==> config.mk <==
export PLATFORM = sky130hd
export DESIGN_NAME = alu_exec_unit
export DESIGN_NICKNAME = d
export VERILOG_FILES = /design/src/rtl/alu_exec_unit.sv
export SDC_FILE = /design/constraint.sdc
export NUM_CORES = 1
export LEC_CHECK = 0
export CORE_MARGIN = 1
export CORE_UTILIZATION = 38
export DETAILED_ROUTE_END_ITERATION = 6
export GPL_TIMING_DRIVEN = 0
export MAX_ROUTING_LAYER = met4
export PLACE_DENSITY = 0.57
export SYNTH_ARGS = -nofsm -noshare
export SYNTH_HDL_FRONTEND = slang
export SYNTH_SLANG_ARGS = --single-unit
==> constraint.sdc <==
create_clock -name clk -period 9.9 [get_ports clk]
set_input_delay 0.99 -clock clk [delete_from_list [all_inputs] [get_ports clk]]
set_output_delay 0.99 -clock clk [all_outputs]
set_load 0.05 [all_outputs]
==> src/rtl/alu_exec_unit.sv <==
// EX-stage ALU: single-cycle logic/arith ops plus iterative unsigned MUL/DIV with busy/done handshake.
// Optional ALU_HILO_EN builds a hi register holding the product high word or the division remainder.
module alu_exec_unit #(
    parameter int unsigned WIDTH = 32
) (
    input  logic             clk,
    input  logic             rst,
    input  logic             start,
    input  logic [3:0]       sel,
    input  logic [WIDTH-1:0] a,
    input  logic [WIDTH-1:0] b,
    output logic             busy,
    output logic             done,
    output logic [WIDTH-1:0] result,
    output logic             zero,
    output logic             illegal,
    output logic             div_zero,
    output logic [WIDTH-1:0] hi
);

`ifdef ALU_HILO_EN
    localparam int unsigned AccW = 2 * WIDTH;
`else
    localparam int unsigned AccW = WIDTH;
`endif
    localparam int unsigned     CntW    = $clog2(WIDTH);
    localparam logic [CntW-1:0] LastCnt = CntW'(WIDTH - 1);

    localparam logic [3:0] OpAnd = 4'b0000;
    localparam logic [3:0] OpOr  = 4'b0001;
    localparam logic [3:0] OpAdd = 4'b0010;
    localparam logic [3:0] OpMul = 4'b0011;
    localparam logic [3:0] OpDiv = 4'b0100;
    localparam logic [3:0] OpSub = 4'b0110;
    localparam logic [3:0] OpSlt = 4'b0111;
    localparam logic [3:0] OpNop = 4'b1000;

    typedef enum logic [1:0] {
        StIdle,
        StMul,
        StDiv
    } state_e;

    state_e            r_state, w_state_nxt;
    logic [CntW-1:0]   r_cnt, w_cnt_nxt;
    logic              r_done;
    logic [WIDTH-1:0]  r_result;
    logic              r_zero;
    logic              r_illegal;
    logic              r_div_zero;

    // Multiplier: shift-add, multiplicand moves left while multiplier moves right.
    logic [AccW-1:0]   r_mcand, w_mcand_nxt;
    logic [AccW-1:0]   r_acc, w_acc_nxt;
    logic [WIDTH-1:0]  r_mplier, w_mplier_nxt;

    // Divider: restoring, dividend bits shift out of r_quo as quotient bits shift in.
    logic [WIDTH-1:0]  r_dvsr, w_dvsr_nxt;
    logic [WIDTH-1:0]  r_quo, w_quo_nxt;
    logic [WIDTH-1:0]  r_rem, w_rem_nxt;

    logic              w_fin;
    logic [WIDTH-1:0]  w_fin_res;
    logic              w_fin_ill;
    logic              w_fin_dz;

    logic [AccW-1:0]   w_acc_step;
    logic [WIDTH:0]    w_trial;
    logic [WIDTH:0]    w_diff;
    logic              w_ge;
    logic [WIDTH-1:0]  w_rem_step;
    logic [WIDTH-1:0]  w_quo_step;

`ifdef ALU_HILO_EN
    logic [WIDTH-1:0]  r_hi, w_hi_nxt;
`endif

    assign w_acc_step = r_mplier[0] ? (r_acc + r_mcand) : r_acc;

    // Remainder stays below the divisor, so bit WIDTH of the difference is a valid borrow/sign.
    assign w_trial    = {r_rem, r_quo[WIDTH-1]};
    assign w_diff     = w_trial - {1'b0, r_dvsr};
    assign w_ge       = ~w_diff[WIDTH];
    assign w_rem_step = w_ge ? w_diff[WIDTH-1:0] : w_trial[WIDTH-1:0];
    assign w_quo_step = {r_quo[WIDTH-2:0], w_ge};

    always_comb begin
        w_state_nxt  = r_state;
        w_cnt_nxt    = r_cnt;
        w_mcand_nxt  = r_mcand;
        w_acc_nxt    = r_acc;
        w_mplier_nxt = r_mplier;
        w_dvsr_nxt   = r_dvsr;
        w_quo_nxt    = r_quo;
        w_rem_nxt    = r_rem;
        w_fin        = 1'b0;
        w_fin_res    = '0;
        w_fin_ill    = 1'b0;
        w_fin_dz     = 1'b0;
`ifdef ALU_HILO_EN
        w_hi_nxt     = r_hi;
`endif
        case (r_state)
            StIdle: begin
                if (start) begin
                    w_fin = 1'b1;
                    case (sel)
                        OpAnd: w_fin_res = a & b;
                        OpOr:  w_fin_res = a | b;
                        OpAdd: w_fin_res = a + b;
                        OpSub: w_fin_res = a - b;
                        OpSlt: w_fin_res = {{(WIDTH-1){1'b0}}, ($signed(a) < $signed(b))};
                        OpNop: w_fin_res = '0;
                        OpMul: begin
                            w_fin        = 1'b0;
                            w_mcand_nxt  = AccW'(a);
                            w_mplier_nxt = b;
                            w_acc_nxt    = '0;
                            w_cnt_nxt    = '0;
                            w_state_nxt  = StMul;
                        end
                        OpDiv: begin
                            if (b == '0) begin
                                w_fin_res = '1;
                                w_fin_dz  = 1'b1;
`ifdef ALU_HILO_EN
                                w_hi_nxt  = a;
`endif
                            end else begin
                                w_fin       = 1'b0;
                                w_dvsr_nxt  = b;
                                w_quo_nxt   = a;
                                w_rem_nxt   = '0;
                                w_cnt_nxt   = '0;
                                w_state_nxt = StDiv;
                            end
                        end
                        default: w_fin_ill = 1'b1;
                    endcase
                end
            end
            StMul: begin
                w_acc_nxt    = w_acc_step;
                w_mcand_nxt  = r_mcand << 1;
                w_mplier_nxt = r_mplier >> 1;
                w_cnt_nxt    = r_cnt + 1'b1;
                if (r_cnt == LastCnt) begin
                    w_fin       = 1'b1;
                    w_fin_res   = w_acc_step[WIDTH-1:0];
                    w_state_nxt = StIdle;
`ifdef ALU_HILO_EN
                    w_hi_nxt    = w_acc_step[AccW-1:WIDTH];
`endif
                end
            end
            StDiv: begin
                w_rem_nxt = w_rem_step;
                w_quo_nxt = w_quo_step;
                w_cnt_nxt = r_cnt + 1'b1;
                if (r_cnt == LastCnt) begin
                    w_fin       = 1'b1;
                    w_fin_res   = w_quo_step;
                    w_state_nxt = StIdle;
`ifdef ALU_HILO_EN
                    w_hi_nxt    = w_rem_step;
`endif
                end
            end
            default: w_state_nxt = StIdle;
        endcase
    end

    always_ff @(posedge clk or posedge rst) begin
        if (rst) begin
            r_state    <= StIdle;
            r_cnt      <= '0;
            r_mcand    <= '0;
            r_acc      <= '0;
            r_mplier   <= '0;
            r_dvsr     <= '0;
            r_quo      <= '0;
            r_rem      <= '0;
            r_done     <= 1'b0;
            r_result   <= '0;
            r_zero     <= 1'b0;
            r_illegal  <= 1'b0;
            r_div_zero <= 1'b0;
        end else begin
            r_state  <= w_state_nxt;
            r_cnt    <= w_cnt_nxt;
            r_mcand  <= w_mcand_nxt;
            r_acc    <= w_acc_nxt;
            r_mplier <= w_mplier_nxt;
            r_dvsr   <= w_dvsr_nxt;
            r_quo    <= w_quo_nxt;
            r_rem    <= w_rem_nxt;
            r_done   <= w_fin;
            if (w_fin) begin
                r_result   <= w_fin_res;
                r_zero     <= (w_fin_res == '0);
                r_illegal  <= w_fin_ill;
                r_div_zero <= w_fin_dz;
            end
        end
    end

`ifdef ALU_HILO_EN
    always_ff @(posedge clk or posedge rst) begin
        if (rst) begin
            r_hi <= '0;
        end else begin
            r_hi <= w_hi_nxt;
        end
    end

    assign hi = r_hi;
`else
    assign hi = '0;
`endif

    assign busy     = (r_state != StIdle);
    assign done     = r_done;
    assign result   = r_result;
    assign zero     = r_zero;
    assign illegal  = r_illegal;
    assign div_zero = r_div_zero;

endmodule

==> impl_metrics.py, run 1 <==
metrics = {
    "outcome": {
        "status": "finished, final reports clean",
    },
    "clock_network": {
        "cts_tree": "yes",
        "numCtsBuffers": 30,
        "cts_hold_buf": 0,
        "clkSlewWorstSetupHoldPaths_ns": 0.07,
        "clock-sinks": 235,
        "htree_levels": 1,
        "post_cts_buffers": 0,
        "cts-resized-gates": 0,
        "clock-root-buffer": "clkbuf_16",
        "clock_latency_ns": 0.58,
        "cts.path.max_buffers": 3,
    },
    "grt": {
        "track_usage": 0.295,
        "use_met3": 0.0269,
        "grt_pass1_vias": 18330,
        "use_met1": 0.399,
        "grt_busiest_layer": "met2",
        "antenna_found_initial": 0,
        "grt_max_degree": 123,
        "grt_pass1_wl_um": 114000,
        "grtUsageMet2": 0.459,
        "grt_overflow": 0,
    },
    "routing": {
        "vias": 19067,
        "wl_per_cell_um": 23.3,
        "dr.first_iter.drc_count": 1796,
        "dr.pass1.iters": 6,
        "drt_wl_total_um": 76000,
        "ant_nets": 0,
        "drc": 0,
        "vias_per_cell": 5.86,
    },
    "setup_path": {
        "arrival_ns": 6.84,
        "rrSetupSlack_ns": 4.18,
        "r2r-end": "r_rem[30]",
        "startpoint_type": "input pin",
        "r2r-start": "r_quo[31]",
        "crit_fanout": 8,
        "required_ns": 10.42,
        "worstRegToRegCells": 15,
        "end_kind": "flop",
        "worst-setup-path-type": "input pin to flop",
    },
    "placed_design": {
        "portBuffers": 106,
        "dpl.cell_count": 3199,
        "dpl-instance-area_um2": 21500,
        "place_hpwl_um": 59800,
        "gp_congestion": 0.970,
        "place_ws_ns": 3.18,
    },
    "sta": {
        "hold_violations": 0,
        "setup_ws_ns": 3.59,
        "max_clock_freq_mhz": 158,
        "tns_ns": 0,
        "min_period_over_period": 0.638,
        "finalSetupViolations": 0,
        "slew_violations": 0,
        "layout_min_cycle_time_ns": 6.31,
        "fin_hold_ws_ns": 0.477,
        "grt_setup_unrepaired": "no",
        "fin_skew_ns": 0.0147,
        "worst_pin_slew_ns": 1.32,
        "slew_headroom": 0.116,
    },
    "power_and_ir_drop": {
        "ir_drop_v": 0.000202,
        "switching_share": 0.464,
        "p_int_mw": 3.16,
        "power_mw": 5.88,
        "p_leak_nw": 10.1,
        "combPwrFrac": 0.532,
        "seqPwrFrac": 0.272,
        "p_clk_frac": 0.196,
        "switchingPower_mw": 2.73,
        "powerDensity_nw_per_um2": 261,
    },
    "synthesis": {
        "ys_seq_elements": 235,
        "synth_flop_cell": "dfrtp_1",
        "synth_edf_count": 0,
        "seq_area_frac_synth": 0.302,
        "synth_cell_types": 87,
        "synth.area.top_cells": "dfrtp_1, ha_1, o21ai_0",
        "synth_area_per_cell_um2": 8.14,
        "synth_cells": 2388,
        "yosysWarnings": 0,
        "synth_top_area_frac": 0.302,
        "synth.cell_area_um2": 19400,
        "async_flop_share": 1.00,
        "synth.largest_area_cell": "dfrtp_1",
    },
    "layout": {
        "nNetsFinal": 2810,
        "layout-drive-gt1-share": 0.0484,
        "syn_to_final_growth_pct": 16.0,
        "final_core_util": 0.448,
        "fin_area_um2": 22500,
        "final_cell_mix": "nand2_1, o21ai_0, dfrtp_1",
        "final_cells": 3255,
        "final_common_cell": "nand2_1",
    },
    "floorplanning": {
        "die_h_um": 228,
        "core_um2": 50300,
        "rows": 82,
        "initial_core_util": 0.387,
        "die_x_um": 228,
        "die_area_um2": 52100,
        "ios": 140,
    },
    "worst_hold_path": {
        "hold_depth": 2,
        "worstHoldStart": "r_dvsr[4]",
        "whs_endpoint": "r_dvsr[4]",
        "hp-class": "flop to flop",
    },
    "run": {
        "max_cap_viol_count": 0,
    },
}
## synthesized netlist by cell type (all sizes together), types with 20 or more instances
master and instances:
a31oi 22, o21ai 283, dfrtp 235, nand3 46, o211ai 28, nor2b 20, ha 176, a211oi 28
nor3 37, mux2i 120, nand2 316, a21oi 155, nor2 137, xnor2 55, clkbuf 126, inv 152
buf 41, a21o 31
## final cells by class
cell class | instances | area, um2
fillers | 5067 | 27700
plain buffers | 167 | 749
repair buffers | 108 | 1100
diodes | 1 | 2.50
multi-input cells | 1864 | 12400
clock inverters | 8 | 100
flip-flops and latches | 235 | 5880
inverters | 153 | 582
clock buffers | 47 | 936
well taps | 672 | 841
## worst max-delay path by stage
stage	depth (start not counted)	end	start	slack (ns)
after floorplan	1	div_zero	rst	2.46
after global placement	2	r_mcand[26]	rst	-1.01
after detailed placement	16	zero	a[7]	3.18
after CTS	16	zero	a[7]	3.79
after global routing	16	zero	a[7]	3.56
final	16	zero	a[7]	3.59
## power groups by stage
stage                     Clock (mW)  Sequential, mW  Combinational [mW]
after floorplan                    0            1.58                2.16
after global placement             0            1.59                3.04
after detailed placement           0            1.61                3.08
after CTS                       1.18            1.59                3.10
after global routing            1.21            1.64                3.43
final                           1.15            1.60                3.13
## critical path, stage by stage
cell	delay, ns
clkdlybuf4s50_1	0.80
inv_1	0.09
ha_1	0.30
clkbuf_1	0.20
or3_1	0.40
a31oi_1	0.30
o211ai_1	0.37
xnor2_1	0.37
nor2_1	0.08
a2111oi_0	1.01
o2111ai_1	0.22
nor4_1	0.45
nand4_1	0.26
or4_1	0.52
nor4_1	0.28
a22o_1	0.17
## sequential cells by signal, summed over array words and instances, names as in the netlist
register	flops
r_rem	32
done	1
r_quo	32
r_dvsr	32
r_cnt	5
result	32
r_acc	32
div_zero	1
illegal	1
zero	1
r_mcand	32
r_state	2
r_mplier	32
## layer usage
metal / part of all wire / vias up
met2: 0.45 / 754
met4: 0.037 / 0
met1: 0.46 / 9290
met3: 0.057 / 142
met5: 0 / -
li1: - / 8881
## cells by family (layout without fill, tap and decap cells)
logic type      after synthesis  count (layout)  synth area share
buf+inv                     320             483            0.0681
flops                       235             235             0.302
compound gates              774             774             0.254
xor+xnor                     70              70            0.0315
mux                         135             135            0.0705
other cells                   1              33          0.000193
simple gates                673             673             0.156
fa+ha+maj                   180             180             0.117
No activity file was read; power rests on OpenSTA's default activity.
==> run 2, diff against run 1 <==
- clock period: 9.9 -> 6.3 ns (I/O delays scaled with it)
==> run 2 against run 1 <==
  * The flow now finishes with violations (DRC)
  * Largest power group unchanged
  * Sequential cell count unchanged
  * Highest routed layer unchanged
  * Register-to-register slack worse by 3.6 ns
  * Clock power up 57%
  * Critical path type unchanged
  * First-iteration DRC count down 0.61%
  * Wire length down 0.36%
  * Combinational power up 57%
  * Critical endpoint unchanged
  * Non-clock buffer count up 6
  * Via count down 0.63%
  * Sequential power up 57%
==> impl_metrics.py, run 2 (synthesis results as in run 1) <==
metrics = {
    "layout": {
        "final_core_util": 0.450,
        "final_cell_mix": "nand2_1, o21ai_0, dfrtp_1",
        "num_antenna_cells": 0,
        "nNetsFinal": 2816,
        "final_common_cell": "nand2_1",
        "final_cells": 3258,
        "syn_to_final_growth_pct": 16.4,
        "layout-drive-gt1-share": 0.0491,
    },
    "floorplanning": {
        "die_h_um": 228,
        "core_um2": 50300,
        "die_area_um2": 52100,
        "ios": 140,
        "initial_core_util": 0.387,
        "die_x_um": 228,
        "rows": 82,
    },
    "setup_path": {
        "crit_fanout": 8,
        "worst-path-buf-inv": 3,
        "end_kind": "flop",
        "slowest_delay_ns": 1.09,
        "path_cells": "clkdlybuf4s50_1 -> inv_1 -> ha_1 -> clkbuf_1 -> or3_1 -> a31oi_1 -> o211ai_1 -> xnor2_1 -> nor2_1 -> a2111oi_0 -> o2111ai_1 -> nor4_1 -> nand4_1 -> or4_1 -> nor4_1 -> a22o_1",
        "worst-setup-path-type": "input pin to flop",
        "required_ns": 6.82,
        "slowest_stage": "a2111oi_0",
        "crit_family": "compound AO/OA/AOI/OAI gates",
        "startpoint_type": "input pin",
        "critPathMostFrequentCell": "nor4_1",
        "arrival_ns": 6.46,
    },
    "sta": {
        "layout_min_cycle_time_ns": 5.93,
        "fin_skew_ns": 0.0246,
        "slew_headroom": 0.0842,
        "worst_pin_slew_ns": 1.36,
        "grt_setup_unrepaired": "no",
        "setup_ws_ns": 0.367,
        "max_clock_freq_mhz": 169,
        "finalSetupViolations": 0,
        "hold_violations": 0,
        "slew_violations": 0,
        "min_period_over_period": 0.942,
    },
    "outcome": {
        "status": "complete, but fails checks",
        "violations": "DRC",
    },
    "run": {
        "max_cap_viol_count": 0,
    },
    "placed_design": {
        "place_hpwl_um": 60400,
        "dpl.cell_count": 3205,
        "place_ws_ns": -0.157,
        "portBuffers": 106,
        "gp_congestion": 0.955,
    },
    "power_and_ir_drop": {
        "p_leak_nw": 10.1,
        "ir_drop_v": 0.000207,
        "powerDensity_nw_per_um2": 409,
    },
    "routing": {
        "drc": 3,
        "ant_nets": 0,
        "dr.pass1.iters": 7,
        "vias": 18947,
        "vias_per_cell": 5.82,
        "wl_per_cell_um": 23.2,
        "dr.first_iter.drc_count": 1785,
        "drt_wl_total_um": 75700,
    },
    "grt": {
        "track_usage": 0.295,
        "grt_max_degree": 40,
        "grt_pass1_wl_um": 115000,
        "grt_pass1_vias": 18294,
        "antenna_found_initial": 0,
        "grt_overflow": 0,
    },
    "clock_network": {
        "clkSlewWorstSetupHoldPaths_ns": 0.06,
        "cts-resized-gates": 0,
        "cts.path.max_buffers": 3,
        "clock-root-buffer": "clkbuf_16",
        "cts_hold_buf": 0,
        "post_cts_buffers": 0,
        "numCtsBuffers": 30,
        "clock-sinks": 235,
        "cts_tree": "yes",
        "clock_latency_ns": 0.60,
        "htree_levels": 1,
    },
    "worst_hold_path": {
        "hp-class": "input pin to async pin",
    },
}
## run 2: changes by cell type in the layout (fill, tap and decap cells not counted)
cell and change:
inv_8 -1, bufinv_16 +1, clkbuf_1 +2, clkbuf_8 -3, inv_6 -2, clkinvlp_4 +1
diode_2 -1, buf_12 +6
## run 2: final cells by class
cell class / count / area [um2]
fill: 5102 / 27600
inverter: 153 / 578
clock inverter: 7 / 113
timing repair buffer: 114 / 1220
buffer: 167 / 749
tap: 672 / 841
multi-input combinational: 1864 / 12400
clock buffer: 46 / 902
sequential: 235 / 5880
## run 2: layer usage
metal,share of wire,up-vias,global-route usage
met3,0.061,120,0.0364
met4,0.028,0,0.0835
met1,0.45,9267,0.392
li1,-,8892,-
met2,0.46,668,0.470
met5,0,-,-
## run 2: worst paths after layout
| path | endpoint | slack (ns) | from | cells past startpoint |
|---|---|---|---|---|
| min in group clk | r_dvsr[14] | 0.48 | r_dvsr[14] | 2 |
| setup / recovery | zero | 0.37 | a[7] | 16 |
| max in group asynchronous | result[18] | 5.06 | rst | 5 |
| hold / removal | r_rem[4] | 0.28 | rst | 2 |
| setup reg to reg | zero | 0.60 | r_cnt[0] | 16 |
| hold reg to reg | r_dvsr[14] | 0.48 | r_dvsr[14] | 2 |
## run 2: report_power, final
part	leakage (nW)	switching, mW	internal, mW
sequential	3.06	0.460	2.05
combinational	6.59	3.10	1.82
clock	0.496	0.717	1.10
## run 2: per-stage QoR
stage | power (mW) | hold WS [ns] | cell area [um2] | setup TNS (ns)
global placement | 7.27 | 0.462 | 21500 | -0.134
finish | 9.25 | 0.279 | 22600 | 0
global route | 9.88 | 0.290 | 22600 | 0
floorplan | 5.88 | 0.450 | 19600 | 0
CTS | 9.22 | 0.254 | 22600 | 0
detailed placement | 7.37 | 0.470 | 21600 | -0.157
==> run 3, diff against run 2 <==
- CAP_MARGIN: not set -> 20
- clock period: 6.3 -> 6.1 ns (I/O delays scaled with it)
==> run 3 against run 2 <==
  * The flow now finishes without violations
  * Sequential share of layout area barely moved
  * Count of clock-buffer cells in the layout decreased by 4
  * Hold slack lost 0.017 ns
  * Largest cell class unchanged
  * Critical endpoint unchanged
==> impl_metrics.py, run 3 (synthesis results as in run 1) <==
metrics = {
    "sta": {
        "slew_violations": 0,
        "max_clock_freq_mhz": 174,
        "min_period_over_period": 0.942,
        "grt_setup_unrepaired": "no",
        "hold_violations": 0,
        "worst_pin_slew_ns": 1.04,
        "layout_min_cycle_time_ns": 5.75,
        "fin_skew_ns": 0.0121,
        "finalSetupViolations": 0,
        "tns_ns": 0,
        "slew_headroom": 0.291,
    },
    "clock_network": {
        "cts_hold_buf": 0,
        "clock-root-buffer": "clkbuf_16",
        "cts.path.max_buffers": 3,
        "cts-resized-gates": 0,
        "clkSlewWorstSetupHoldPaths_ns": 0.06,
        "clock_latency_ns": 0.58,
        "numCtsBuffers": 30,
        "post_cts_buffers": 0,
        "htree_levels": 1,
        "cts_tree": "yes",
        "clock-sinks": 235,
    },
    "routing": {
        "drt_wl_total_um": 75500,
        "wl_per_cell_um": 23.1,
        "vias": 18857,
        "dr.pass1.iters": 6,
        "dr.first_iter.drc_count": 1644,
        "drc": 0,
        "vias_per_cell": 5.78,
        "ant_nets": 0,
    },
    "power_and_ir_drop": {
        "power_mw": 9.52,
        "switchingPower_mw": 4.41,
        "switching_share": 0.463,
        "powerDensity_nw_per_um2": 420,
        "combPwrFrac": 0.534,
        "p_clk_frac": 0.194,
        "p_int_mw": 5.11,
        "ir_drop_v": 0.000269,
        "p_leak_nw": 10.2,
        "seqPwrFrac": 0.273,
    },
    "setup_path": {
        "arrival_ns": 6.26,
        "required_ns": 6.62,
        "startpoint_type": "input pin",
        "crit_fanout": 10,
        "end_kind": "flop",
        "worst-setup-path-type": "input pin to flop",
    },
    "floorplanning": {
        "rows": 82,
        "initial_core_util": 0.387,
        "die_x_um": 228,
        "ios": 140,
        "die_area_um2": 52100,
        "die_h_um": 228,
        "core_um2": 50300,
    },
    "layout": {
        "num_antenna_cells": 0,
        "final_common_cell": "nand2_1",
        "nNetsFinal": 2820,
        "final_cells": 3264,
        "final_cell_mix": "nand2_1, o21ai_0, dfrtp_1",
        "layout-drive-gt1-share": 0.0529,
        "fin_area_um2": 22700,
        "syn_to_final_growth_pct": 16.7,
    },
    "grt": {
        "grt_overflow": 0,
        "grt_max_degree": 40,
        "track_usage": 0.294,
        "grt_pass1_wl_um": 115000,
        "grt_pass1_vias": 18451,
        "antenna_found_initial": 0,
    },
    "placed_design": {
        "dpl.cell_count": 3208,
        "portBuffers": 106,
        "place_hpwl_um": 60700,
        "gp_congestion": 0.955,
        "dpl-instance-area_um2": 21600,
    },
    "run": {
        "max_cap_viol_count": 0,
    },
    "outcome": {
        "status": "finished, final reports clean",
    },
    "worst_hold_path": {
        "hp-class": "input pin to async pin",
    },
}
## run 3: cell types whose count changed in the layout (fill, tap and decap cells not counted), sizes merged
cell and delta:
buf +4, inv +2, clkinv +3, clkinvlp +2
bufinv -1, clkbuf -4
## run 3: metrics by stage
step	worst slack (ns)	hold WS, ns	util
detailed placement	-0.190	0.471	0.431
floorplan	1.91	0.450	-
global route	0.0888	0.272	0.451
global placement	-0.314	0.462	0.427
finish	0.354	0.262	0.451
CTS	0.407	0.232	0.451
## run 3: worst max-delay path, cell delays in order
cell             delay [ns]
clkdlybuf4s50_1        0.75
inv_1                  0.09
ha_1                   0.36
clkbuf_1               0.25
a21oi_1                0.41
nand2_1                0.09
nor4_1                 0.51
nor2_1                 0.28
a221oi_1               0.38
o21ai_1                0.15
a221oi_1               0.51
nand4_1                0.26
nor4_1                 0.46
nand4_1                0.22
or4_1                  0.51
nor4_1                 0.25
a22o_1                 0.16
## run 3: worst paths after layout
kind                            startpoint      endpoint  slack [ns]  cells after the start
worst max-delay path                  a[9]          zero        0.35                     17
worst min-delay path                   rst      r_rem[4]        0.26                      2
worst max register to register   r_quo[31]     r_rem[30]        0.74                     15
worst min register to register  r_dvsr[15]    r_dvsr[15]        0.48                      2
max in group asynchronous              rst  r_mplier[28]        4.88                      5
min in group clk                r_dvsr[15]    r_dvsr[15]        0.48                      2
## run 3: area by class of cell
| type | instances | area (um2) |
|---|---|---|
| plain buffers | 167 | 749 |
| multi-input cells | 1864 | 12400 |
| repair buffers | 118 | 1240 |
| clock inverters | 13 | 130 |
| clock buffers | 42 | 897 |
| fillers | 5076 | 27600 |
| inverters | 153 | 578 |
| well taps | 672 | 841 |
| flip-flops and latches | 235 | 5880 |
## run 3: power by group through the flow
stage | clock network [mW] | logic, mW | registers [mW]
2_1_floorplan | 0 | 3.50 | 2.57
4_1_cts | 1.88 | 5.04 | 2.59
3_5_place_dp | 0 | 5.01 | 2.61
6_report | 1.84 | 5.08 | 2.60
3_3_place_gp | 0 | 4.92 | 2.59
5_1_grt | 1.94 | 5.59 | 2.66
## run 3: per-layer routing
layer / track usage / vias up / share of wire
met4: 0.103 / 0 / 0.036
met3: 0.0373 / 123 / 0.057
met5: - / - / 0
met1: 0.389 / 9210 / 0.45
met2: 0.463 / 623 / 0.45
li1: - / 8901 / -
